File: src/rtl/fetch_unit.sv
// rtl/fetch_unit.sv - instruction fetch stage with prefetch queue and branch redirect
// Owns the PC, issues 1-cycle-latency imem reads and queues {instr, pc} for the decoder.
module fetch_unit #(
  parameter int              XLEN     = 32,
  parameter logic [XLEN-1:0] RESET_PC = '0,
  parameter int              DEPTH    = 4,
  parameter int              PTR_W    = $clog2(DEPTH)
) (
  input  logic            clk,
  input  logic            rst,
  output logic            imem_r_enable,
  output logic [XLEN-1:0] imem_addr,
  input  logic [XLEN-1:0] imem_rdata,
  input  logic            branch_en,
  input  logic [XLEN-1:0] branch_target,
  output logic            out_valid,
  input  logic            out_ready,
  output logic [XLEN-1:0] out_instr,
  output logic [XLEN-1:0] out_pc,
  output logic            inflight_o
);

  localparam int CNT_W = PTR_W + 1;
  localparam logic [CNT_W:0] DEPTH_C = (CNT_W + 1)'(DEPTH);

  logic [XLEN-1:0]  q_instr [DEPTH];
  logic [XLEN-1:0]  q_pc    [DEPTH];
  logic [PTR_W-1:0] rd_ptr, wr_ptr;
  logic [CNT_W-1:0] count;
  logic             inflight;
  logic [XLEN-1:0]  fetch_pc, resp_pc;
  logic [XLEN-1:0]  target_aligned;
  logic [CNT_W:0]   occupancy;
  logic             pop, push, issue;

  function automatic logic [PTR_W-1:0] ptr_inc(input logic [PTR_W-1:0] p);
    return (p == PTR_W'(DEPTH - 1)) ? '0 : p + PTR_W'(1);
  endfunction

  assign target_aligned = branch_target & ~XLEN'(3);
  assign out_valid      = (count != '0);
  assign pop            = out_valid & out_ready & ~branch_en;
  // Slots already promised: queued entries plus the response still on its way.
  assign occupancy      = {1'b0, count} + (CNT_W + 1)'(inflight) - (CNT_W + 1)'(pop);
  assign issue          = rst & (branch_en | (occupancy < DEPTH_C));
  // A response arriving during a redirect belongs to the abandoned path.
  assign push           = inflight & ~branch_en;

  assign imem_r_enable  = issue;
  assign imem_addr      = branch_en ? target_aligned : fetch_pc;
  assign out_instr      = out_valid ? q_instr[rd_ptr] : '0;
  assign out_pc         = out_valid ? q_pc[rd_ptr]    : '0;
  assign inflight_o     = inflight;

  always_ff @(posedge clk) begin
    if (!rst) begin
      fetch_pc <= RESET_PC;
      resp_pc  <= '0;
      inflight <= 1'b0;
      count    <= '0;
      rd_ptr   <= '0;
      wr_ptr   <= '0;
    end else begin
      inflight <= issue;
      if (issue) begin
        resp_pc  <= imem_addr;
        fetch_pc <= imem_addr + XLEN'(4);
      end
      if (branch_en) begin
        count  <= '0;
        rd_ptr <= '0;
        wr_ptr <= '0;
      end else begin
        if (push) wr_ptr <= ptr_inc(wr_ptr);
        if (pop)  rd_ptr <= ptr_inc(rd_ptr);
        count <= count + CNT_W'(push) - CNT_W'(pop);
      end
    end
  end

  always_ff @(posedge clk) begin
    if (rst && push) begin
      q_instr[wr_ptr] <= imem_rdata;
      q_pc[wr_ptr]    <= resp_pc;
    end
  end

endmodule

File: config.mk
export PLATFORM = sky130hd
export DESIGN_NAME = fetch_unit
export DESIGN_NICKNAME = d
export VERILOG_FILES = /design/src/rtl/fetch_unit.sv
export SDC_FILE = /design/constraint.sdc
export NUM_CORES = 1
export LEC_CHECK = 0
export ABC_AREA = 0
export CAP_MARGIN = 20
export CORE_AREA = 4 4 158 160
export CTS_BUF_LIST = sky130_fd_sc_hd__clkbuf_4 sky130_fd_sc_hd__clkbuf_8
export CTS_CLUSTER_DIAMETER = 150
export DETAILED_ROUTE_END_ITERATION = 7
export DIE_AREA = 0 0 162 164
export GPL_ROUTABILITY_DRIVEN = 0
export PLACE_DENSITY = 0.8
export SLEW_MARGIN = 20
export SYNTH_ARGS = -nofsm -noshare
export SYNTH_HDL_FRONTEND = slang
export SYNTH_SLANG_ARGS = --single-unit
File: constraint.sdc
create_clock -name clk -period 4.7 [get_ports clk]
set_clock_uncertainty 0.2 [all_clocks]
set_input_delay 0.94 -clock clk [delete_from_list [all_inputs] [get_ports clk]]
set_output_delay 0.94 -clock clk [all_outputs]
set_load 0.005 [all_outputs]
# == Yosys cells after proc, flatten, opt, wreduce, memory -nomap -nowiden ==
# Memory sizes are Yosys's and may differ from the RTL's. A register that Yosys moved wholly into a read port is not among the register bits.
# Cells that the tools add are included.
# op_classes
n_addsub,7
magnitude_cmp,1
eq_ne,2
muxes,11
bitwise,7
reduce_logical,3
# op_table
cell,count
$mux 32,3
$add 32x3->32 const B,1
$mux 2,6
$add 2x1->2 const B,2
$add 3x1->4,1
$and 1x1->1,4
$eq 2x2->1 const B,2
$lt 4x3->1 const B,1
$sub 4x1->4,1
$add 3x1->3,1
$reduce_bool 3->1,1
$sub 3x1->3,1
$mux 1,2
$not 1->1,2
$reduce_or 2->1,1
$logic_and 1x1->1,1
$or 1x1->1,1
# word_totals
ff_bits,72
ram_bits,256
in_bits,68
out_inout_bits,99
word_cells,39
memories,2
# mem_list
memory,words,word_bits,read_ports,rd_ports_with_merged_regs,write_ports,line,text
q_instr,4,32,1,1,1,26,logic [XLEN-1:0] q_instr [DEPTH];
q_pc,4,32,1,1,1,27,logic [XLEN-1:0] q_pc [DEPTH];

# == Longest topological paths before layout ==
# Gate-level depths: netlist of run 1.
# depth
word_depth,7
depth_mapped,13
depth_no_buf,10

# == Worst setup path after synthesis of run 1 ==
# Ideal clock, no wire load.
# synth_path
path_kind,input-to-reg
from,input port branch_en
to,memory q_instr[0][0] (enable)
setup_time_ps,429
t_arrival_ps,3531
t_required_ps,4071
path_slack_ps,540
stages,7
path_buffers,5
path_cell_list,buf_6 buf_8 buf_2 buf_2 buf_2 nor2_1 and3_1
# synth_via
elab_chain_len,5
# synth_lines
element,line,text
start: declaration,14,"input logic branch_en,"
$not 1->1,47,assign push = inflight & ~branch_en;
$and 1x1->1,47,
$logic_and 1x1->1,82,if (rst && push) begin
$mux 1,82,
$mux 1 (implied by the code),83,q_instr[wr_ptr] <= imem_rdata;
end: declaration,26,
# Every way passes these cells.

# == Worst setup path in the final report of run 1 ==
# layout_path
from,input port out_ready
to,output port imem_r_enable
# layout_via
elab_chain_len,6
# layout_lines
element,line,text
start: declaration,17,"input logic out_ready,"
$and 1x1->1 (2 in a row),42,assign pop = out_valid & out_ready & ~branch_en;
$sub 4x1->4,44,"assign occupancy = {1'b0, count} + (CNT_W + 1)'(inflight) - (CNT_W + 1)'(pop);"
$lt 4x3->1,45,assign issue = rst & (branch_en | (occupancy < DEPTH_C));
$or 1x1->1,45,
$and 1x1->1,45,
end: declaration,11,"output logic imem_r_enable,"
# Every way passes these cells.

==> results.sh, run 1 <==
export IMPL_cp_start_kind="input port"
export IMPL_grt_max_degree=71
export IMPL_routed_wl_um=26580
export IMPL_cts_tree="built"
export IMPL_vias=7850
export IMPL_core_um2=23400
export IMPL_peakVddDrop_v=0.0001647
export IMPL_grt_pass1_wl_um=42540
export IMPL_diodes=0
export IMPL_setup_viol=0
export IMPL_grt_pass1_vias=8152
export IMPL_hpwl_um=16920
export IMPL_antenna_found_initial=0
export IMPL_clkTransAtPathRegs_ns=0.06
export IMPL_wl_met1_um=11720
export IMPL_cp_required_ns=3.56
export IMPL_ioPinCount=167
export IMPL_final_cells=1413
export IMPL_dr_pass1_iters=5
export IMPL_drc=0
export IMPL_htreeDepth=2
export IMPL_ys_ff_latch=328
export IMPL_cts_sinks=328
export IMPL_status="complete, no violations"
export IMPL_syn_num_nets=938
export IMPL_clockBufferDepth=3
export IMPL_antenna_left=0
export IMPL_cts_buffers=49
export IMPL_cts_root_buf="clkbuf_8"
export IMPL_place_area_um2=15580
export IMPL_dp_slack_ns=-0.02532
export IMPL_vias_per_cell=5.556
export IMPL_cts_hold_buffers=0
export IMPL_start_util_pct=57.61
export IMPL_port_buffers=164
export IMPL_drt_initial_drc_count=444
export IMPL_synth_cell_types=58
export IMPL_relSlewSlack_pct=49.65
export IMPL_wl_met3_um=1782
export IMPL_ys_flop_type="edfxtp_1"
export IMPL_fin_nets=1132
export IMPL_hold_class="flop to flop"
export IMPL_area_delta_synth_final_pct=22.69
export IMPL_synthArstFlopShare_pct=0
export IMPL_fin_util_pct=70.68
export IMPL_die_w_um=162
export IMPL_drive_gt1_share_pct=19.38
export IMPL_cp_arrival_ns=3.30
export IMPL_wl_met2_um=12460
export IMPL_clock_latency_ns=0.55
export IMPL_post_route_period_util_pct=94.50
export IMPL_path_class="input port to output port"
export IMPL_synth_area_per_cell_um2=15.68
export IMPL_max_freq_mhz=225.1
export IMPL_tightest_slew_ns=0.7552
export IMPL_wl_per_cell_um=18.81
export IMPL_rsz0062_at_grt="no"
export IMPL_hold_viol_final=0
export IMPL_yosysSeqAreaShare_pct=67.71
export IMPL_power_density_nw_per_um2=354.0
export IMPL_whs_ns=0.2884
export IMPL_grt_overflow_total=0
export IMPL_power_total_mw=5.855
export IMPL_rows=56
export IMPL_fin_tns_setup_ns=0
export IMPL_synth_edf_count=256
export IMPL_syn_cell_area_um2=13480
export IMPL_crit_fanout=4
export IMPL_period_minus_slack_ns=4.442
export IMPL_endpoint_kind="output port"
export IMPL_routed_top_layer="met4"
export IMPL_dp_cells=1322
export IMPL_grt_usage_pct=20.29
export IMPL_yosysWarnings=0
export IMPL_dieArea_um2=26570
export IMPL_leakage_nw=5.640
export IMPL_drv_slew=0
export IMPL_fin_ws_ns=0.2583
export IMPL_fin_area_um2=16540
export IMPL_cap_violations=0
export IMPL_synth_cells=860
export IMPL_die_h_um=164
## final cells by class
type | count | area (µm²)
clock buffer | 69 | 830.8
clock inverter | 22 | 112.6
fill | 1553 | 6862
inverter | 18 | 67.56
multi-input combinational | 470 | 4101
sequential | 328 | 9134
tap | 319 | 399.1
timing repair buffer | 187 | 1896
## worst max-delay path, cell delays in order
cell	delay, ns
dlygate4sd2_1	0.29
nand2b_4	0.06
or3_1	0.34
ha_1	0.29
a41o_1	0.29
o21a_1	0.24
nor2_4	0.12
nand2_2	0.07
inv_2	0.11
clkdlybuf4s50_1	0.53
## metal layers
metal	up-vias	GRT usage, %
met4	0	6.613
met1	3845	28.45
met2	275	32.38
met3	49	4.266
met5	-	0
li1	3681	-
## power breakdown
group | total [mW] | internal, mW | leakage (nW) | switching (mW)
sequential | 3.26 | 3.20 | 2.93 | 0.0553
combinational | 0.431 | 0.232 | 2.20 | 0.199
clock | 2.17 | 1.15 | 0.507 | 1.02
total | 5.86 | 4.58 | 5.64 | 1.27
## logic make-up after synthesis
kind of cell	Yosys count	synth area share, %
AND/OR/NAND/NOR	260	10.32
adder cells (fa/ha/maj)	10	0.9838
buffers and inverters	62	2.088
multiplexers	93	13.03
flip-flops	328	67.71
AO/OA/AOI/OAI	79	4.046
XOR/XNOR	28	1.819
## Yosys cell counts, drive strengths merged, types with 2 or more instances
| library cell | number | area share, % |
|---|---|---|
| edfxtp | 256 | 57 |
| dfxtp | 72 | 11 |
| and2 | 70 | 3.2 |
| mux4 | 64 | 11 |
| nand2 | 61 | 1.7 |
| nor2 | 51 | 1.4 |
| a21oi | 24 | 0.92 |
| buf | 22 | 0.97 |
| clkbuf | 22 | 0.61 |
| mux2 | 20 | 1.7 |
| inv | 18 | 0.50 |
| xnor2 | 18 | 1.2 |
| nor3 | 17 | 0.67 |
| a22o | 16 | 1.0 |
| nand3 | 13 | 0.52 |
| nand4 | 11 | 0.60 |
| o21ai | 11 | 0.41 |
| a211oi | 10 | 0.59 |
| xor2 | 10 | 0.65 |
| ha | 9 | 0.84 |
| mux2i | 9 | 0.67 |
| and3 | 8 | 0.37 |
| nor4 | 7 | 0.42 |
| nand3b | 5 | 0.37 |
| nand4b | 5 | 0.32 |
| nand2b | 4 | 0.24 |
| nor2b | 4 | 0.19 |
| o22ai | 4 | 0.19 |
| a22oi | 3 | 0.20 |
| o31a | 2 | 0.13 |
| or3 | 2 | 0.093 |
## state kept, by name, indices dropped and copies added (netlist names), named ones only
signal / count
q_instr: 128
q_pc: 128
fetch_pc: 32
resp_pc: 30
count: 3
rd_ptr: 2
wr_ptr: 2
inflight_o: 1
## layout by cell type, fill, tap and decap left out, types with 10 or more instances in the layout
master and instances:
xor2_1 10, xnor2_1 18, inv_1 16, clkbuf_8 50, nand3_1 12, mux4_2 64
and2_1 70, edfxtp_1 256, nor3_1 16, a22o_1 16, a21oi_1 23, nor2_1 50
buf_4 16, clkbuf_4 19, dfxtp_1 70, clkdlybuf4s50_1 162, nand2_1 60, mux2_2 20
clkinv_2 10
## what timing repair did
item / 4_1_cts / 5_1_grt
endpoints found under the setup margin: 1 / 0
resized for setup: 3 / 0
setup buffers: 0 / 0
## worst paths after layout
| kind | startpoint | endpoint | slack, ns | cells past startpoint |
|---|---|---|---|---|
| worst max-delay path | out_ready | imem_r_enable | 0.26 | 10 |
| worst max register to register | count[2] | resp_pc[23] | 1.70 | 10 |
| worst min register to register | fetch_pc[3] | fetch_pc[3] | 0.29 | 2 |
| worst min-delay path | fetch_pc[3] | fetch_pc[3] | 0.29 | 2 |
Note: power is estimated with default switching activity, not from simulation.
==> run 2: changes to the inputs <==
--- a/config.mk
+++ b/config.mk
@@ -13,6 +13,7 @@
 export DETAILED_ROUTE_END_ITERATION = 7
 export DIE_AREA = 0 0 162 164
 export GPL_ROUTABILITY_DRIVEN = 0
+export MAX_ROUTING_LAYER = met4
 export PLACE_DENSITY = 0.8
 export SLEW_MARGIN = 20
 export SYNTH_ARGS = -nofsm -noshare
==> run 2 against run 1 <==
Net effect:
- first-iteration DRC count grew 0.23%
- utilization unchanged
- via count fell by 0.13%
- sequential power about the same
- non-clock buffer count is the same
- register-to-register slack hardly changed
- combinational power about the same
- clock-buffer cell count stayed put
- routed wire length is 0.36% higher
- global-route usage grew 0.61 points
- die area stayed put
- maximum frequency about the same
==> results.sh, run 2 (synthesized netlist as in run 1, its figures left out) <==
export IMPL_drt_initial_drc_count=445
export IMPL_reg2reg_depth=10
export IMPL_hold_depth=2
export IMPL_dr_pass1_iters=4
export IMPL_path_class="input port to output port"
export IMPL_drv_slew=0
export IMPL_cts_sinks=328
export IMPL_fin_util_pct=70.68
export IMPL_die_w_um=162
export IMPL_crit_fanout=4
export IMPL_period_minus_slack_ns=4.444
export IMPL_vias=7840
export IMPL_drc=0
export IMPL_final_cell_mix="edfxtp_1 (256), clkdlybuf4s50_1 (162), and2_1 (70), dfxtp_1 (70), mux4_2 (64)"
export IMPL_dieArea_um2=26570
export IMPL_clockBufferDepth=3
export IMPL_wl_per_cell_um=18.88
export IMPL_cts_buffers=49
export IMPL_cp_required_ns=3.56
export IMPL_max_freq_mhz=225.0
export IMPL_cap_violations=0
export IMPL_grt_max_degree=71
export IMPL_antenna_left=0
export IMPL_hold_viol_final=0
export IMPL_core_um2=23400
export IMPL_routed_wl_um=26680
export IMPL_grt_overflow_total=0
export IMPL_peakVddDrop_v=0.0001652
export IMPL_fin_nets=1132
export IMPL_cts_root_buf="clkbuf_8"
export IMPL_port_buffers=164
export IMPL_final_cells=1413
export IMPL_relSlewSlack_pct=48.96
export IMPL_hold_class="flop to flop"
export IMPL_postCtsSetupRepairBufs=0
export IMPL_start_util_pct=57.61
export IMPL_ioPinCount=167
export IMPL_cp_arrival_ns=3.30
export IMPL_grt_pass1_wl_um=42530
export IMPL_setup_viol=0
export IMPL_leakage_nw=5.640
export IMPL_area_delta_synth_final_pct=22.69
export IMPL_endpoint_kind="output port"
export IMPL_diodes=0
export IMPL_drive_gt1_share_pct=19.38
export IMPL_die_h_um=164
export IMPL_top_regs="q_instr: 128 flops, q_pc: 128 flops, fetch_pc: 32 flops"
export IMPL_antenna_found_initial=0
export IMPL_status="complete, no violations"
export IMPL_grt_usage_pct=20.90
export IMPL_htreeDepth=2
export IMPL_clkTransAtPathRegs_ns=0.06
export IMPL_cts_tree="built"
export IMPL_clock_latency_ns=0.55
export IMPL_final_common_cell="edfxtp_1"
export IMPL_post_route_period_util_pct=94.56
export IMPL_grt_pass1_vias=8150
export IMPL_tightest_slew_ns=0.7656
export IMPL_hpwl_um=16920
export IMPL_power_density_nw_per_um2=354.2
export IMPL_rows=56
export IMPL_dp_cells=1322
export IMPL_cp_start_kind="input port"
export IMPL_rsz0062_at_grt="no"
export IMPL_vias_per_cell=5.548
-- run 2: area by class of cell --
type | count | area (µm²)
well taps | 319 | 399.1
fillers | 1553 | 6862
flip-flops and latches | 328 | 9134
multi-input cells | 470 | 4101
repair buffers | 187 | 1896
inverters | 18 | 67.56
clock inverters | 22 | 112.6
clock buffers | 69 | 830.8
-- run 2: worst max-delay path, cell delays in order --
cell and delay [ns]:
dlygate4sd2_1 0.29, nand2b_4 0.06, or3_1 0.34, ha_1 0.29, a41o_1 0.29, o21a_1 0.25, nor2_4 0.12, nand2_2 0.07
inv_2 0.11, clkdlybuf4s50_1 0.53
-- run 2: path summary, 6_finish.rpt --
kind / from / end / slack [ns]
worst max register to register: count[2] / resp_pc[23] / 1.70
worst min-delay path: fetch_pc[14] / fetch_pc[14] / 0.29
worst max-delay path: out_ready / imem_r_enable / 0.26
worst min register to register: fetch_pc[14] / fetch_pc[14] / 0.29
-- run 2: layer usage --
metal,share of wire (%),track usage (%),vias to the layer above
met5,0,-,-
met4,2.3,6.613,0
met3,6.3,3.990,48
met2,47,32.34,287
met1,45,28.68,3828
li1,-,-,3677
-- run 2: report_power, final --
part           total, mW  switching, mW  internal (mW)
clock network       2.17           1.02           1.15
logic              0.432          0.200          0.232
registers           3.26         0.0551           3.20
-- run 2: timing repair --
| action | 4_1_cts | 5_1_grt |
|---|---|---|
| gates resized for setup | 3 | 0 |
| hold buffers | 0 | 0 |
| setup endpoints to repair | 1 | 0 |
-- run 2: stage by stage --
stage                     power, mW  TNS [ns]  area [µm²]  worst slack [ns]  hold WS (ns)
after global placement        3.734  -0.01983       15580          -0.01983        0.2568
after global routing          6.098         0       16540            0.1695        0.3073
after floorplan               3.507         0       13480            0.5403        0.2424
after CTS                     5.914         0       16540            0.2458        0.2849
final                         5.858         0       16540            0.2556        0.2860
after detailed placement      3.745  -0.02532       15580          -0.02532        0.2688
==> run 3: changes to the inputs <==
--- a/config.mk
+++ b/config.mk
@@ -7,14 +7,14 @@
 export LEC_CHECK = 0
 export ABC_AREA = 0
 export CAP_MARGIN = 20
-export CORE_AREA = 4 4 158 160
-export CTS_BUF_LIST = sky130_fd_sc_hd__clkbuf_4 sky130_fd_sc_hd__clkbuf_8
+export CORE_AREA = 4 4 161 163
+export CTS_BUF_LIST = sky130_fd_sc_hd__clkbuf_16
 export CTS_CLUSTER_DIAMETER = 150
 export DETAILED_ROUTE_END_ITERATION = 7
-export DIE_AREA = 0 0 162 164
+export DIE_AREA = 0 0 165 167
 export GPL_ROUTABILITY_DRIVEN = 0
 export MAX_ROUTING_LAYER = met4
-export PLACE_DENSITY = 0.8
+export PLACE_DENSITY = 0.77
 export SLEW_MARGIN = 20
 export SYNTH_ARGS = -nofsm -noshare
 export SYNTH_HDL_FRONTEND = slang
==> run 3 against run 2 <==
Net effect:
- clock-buffer cell count decreased by 34
- utilization down 2.5 points
- register-to-register slack worse by 0.18 ns
- critical path depth grew 1
- total power increased by 3.0%
- clock power increased by 8%
- combinational power is essentially flat
- worst hold slack lost 0.0087 ns
- maximum frequency down 0.41%
- setup slack got worse by 0.018 ns
- non-clock buffer count is the same
==> results.sh, run 3 (synthesized netlist as in run 1, its figures left out) <==
export IMPL_status="complete, no violations"
export IMPL_cts_tree="built"
export IMPL_reg2reg_slack_ns=1.52
export IMPL_slowest_stage="clkdlybuf4s50_1"
export IMPL_hpwl_um=17340
export IMPL_grt_pass1_wl_um=43770
export IMPL_drc=0
export IMPL_path_class="input port to output port"
export IMPL_max_freq_mhz=224.1
export IMPL_clock_latency_ns=0.54
export IMPL_drv_slew=0
export IMPL_diodes=0
export IMPL_cp_required_ns=3.56
export IMPL_power_density_nw_per_um2=364.1
export IMPL_cts_buffers=31
export IMPL_setup_viol=0
export IMPL_final_cells=1384
export IMPL_clockBufferDepth=3
export IMPL_final_common_cell="edfxtp_1"
export IMPL_die_w_um=165
export IMPL_tightest_slew_ns=0.9483
export IMPL_grt_usage_pct=20.53
export IMPL_grt_pass1_vias=8021
export IMPL_max_stage_delay_ns=0.51
export IMPL_dr_pass1_iters=5
export IMPL_rsz0062_at_grt="no"
export IMPL_dp_slack_ns=-0.05633
export IMPL_fin_tns_setup_ns=0
export IMPL_rows=57
export IMPL_top_regs="q_instr: 128 flops, q_pc: 128 flops, fetch_pc: 32 flops"
export IMPL_final_cell_mix="edfxtp_1 (256), clkdlybuf4s50_1 (162), and2_1 (70), dfxtp_1 (70), mux4_2 (64)"
export IMPL_endpoint_kind="output port"
export IMPL_drt_initial_drc_count=512
export IMPL_whs_ns=0.2773
export IMPL_fin_ws_ns=0.2371
export IMPL_crit_fanout=3
export IMPL_ioPinCount=167
export IMPL_hold_viol_final=0
export IMPL_start_util_pct=55.44
export IMPL_relSlewSlack_pct=36.78
export IMPL_routed_wl_um=27060
export IMPL_vias_per_cell=5.582
export IMPL_cts_hold_buffers=0
export IMPL_drive_gt1_share_pct=16.98
export IMPL_grt_overflow_total=0
export IMPL_antenna_found_initial=0
export IMPL_cp_start_kind="input port"
export IMPL_peakVddDrop_v=0.0002403
export IMPL_path_delay_family="simple AND/OR/NAND/NOR gates"
export IMPL_post_route_period_util_pct=94.96
export IMPL_fin_nets=1114
export IMPL_worstPathBufferInverterCount=3
export IMPL_wl_per_cell_um=19.55
export IMPL_cts_root_buf="clkbuf_16"
export IMPL_core_um2=24320
export IMPL_dp_cells=1326
export IMPL_crit_chain="dlygate4sd2_1 -> nand2b_4 -> or3_1 -> ha_1 -> nand2_1 -> nor4_4 -> nor4_4 -> nor2_4 -> nand2_2 -> inv_2 -> clkdlybuf4s50_1"
export IMPL_die_h_um=167
export IMPL_cp_arrival_ns=3.32
export IMPL_hold_class="flop to flop"
export IMPL_grt_max_degree=71
export IMPL_cts_sinks=328
export IMPL_cap_violations=0
export IMPL_htreeDepth=1
export IMPL_port_buffers=164
export IMPL_worst_path_most_repeated_cell="nor4_4"
export IMPL_leakage_nw=5.640
export IMPL_clkTransAtPathRegs_ns=0.06
export IMPL_period_minus_slack_ns=4.463
export IMPL_area_delta_synth_final_pct=22.98
export IMPL_vias=7725
export IMPL_antenna_left=0
export IMPL_fin_util_pct=68.17
export IMPL_dieArea_um2=27560
[run 3: cell count changes in the layout (fill, tap and decap cells not counted), sizes merged]
cell      before  now
inv           17   28
clkbuf        69   35
clkinvlp       2    1
clkinv        21   11
[run 3: path summary, 6_finish.rpt]
path | from | cells after the start | end
min | fetch_pc[3] | 2 | fetch_pc[3]
min reg2reg | fetch_pc[3] | 2 | fetch_pc[3]
max | out_ready | 11 | imem_r_enable
max reg2reg | count[2] | 11 | resp_pc[15]
[run 3: worst reg2reg max path, stage by stage (launching register included)]
cell,delay (ns)
dfxtp_1,0.40
nor2_1,0.10
or3_1,0.31
ha_1,0.30
nand2_1,0.09
nor4_4,0.39
o21a_1,0.22
buf_4,0.14
or2_1,0.39
buf_4,0.31
nor2_1,0.09
nor3_1,0.14
[run 3: layer usage]
metal	vias up	track usage (%)	wire length, µm
met5	-	-	0
met1	3796	28.67	11810
met3	26	3.658	1830
met4	0	3.689	342
li1	3635	-	-
met2	268	32.46	13080
[run 3: timing repair]
item	in CTS	in global routing
buffers inserted	1	0
endpoints found under the setup margin	1	0
gates resized for setup	3	0
[run 3: area by class of cell]
type | instances | area, µm²
flip-flops and latches | 328 | 9136
fillers | 1659 | 7740
multi-input cells | 470 | 4116
repair buffers | 187 | 1871
clock buffers | 35 | 875.8
well taps | 324 | 405.4
clock inverters | 22 | 107.6
inverters | 18 | 67.56
[run 3: power by group]
part           switching, mW  internal (mW)  leakage (nW)
clock network           1.01           1.33         0.515
logic                  0.201          0.234          2.20
registers             0.0546           3.20          2.93
[run 3: metrics by stage]
stage	area, µm²	power (mW)
6_report	16580	6.036
5_1_grt	16580	6.274
4_1_cts	16580	6.076
3_5_place_dp	15570	3.747
3_3_place_gp	15570	3.738
2_1_floorplan	13480	3.507
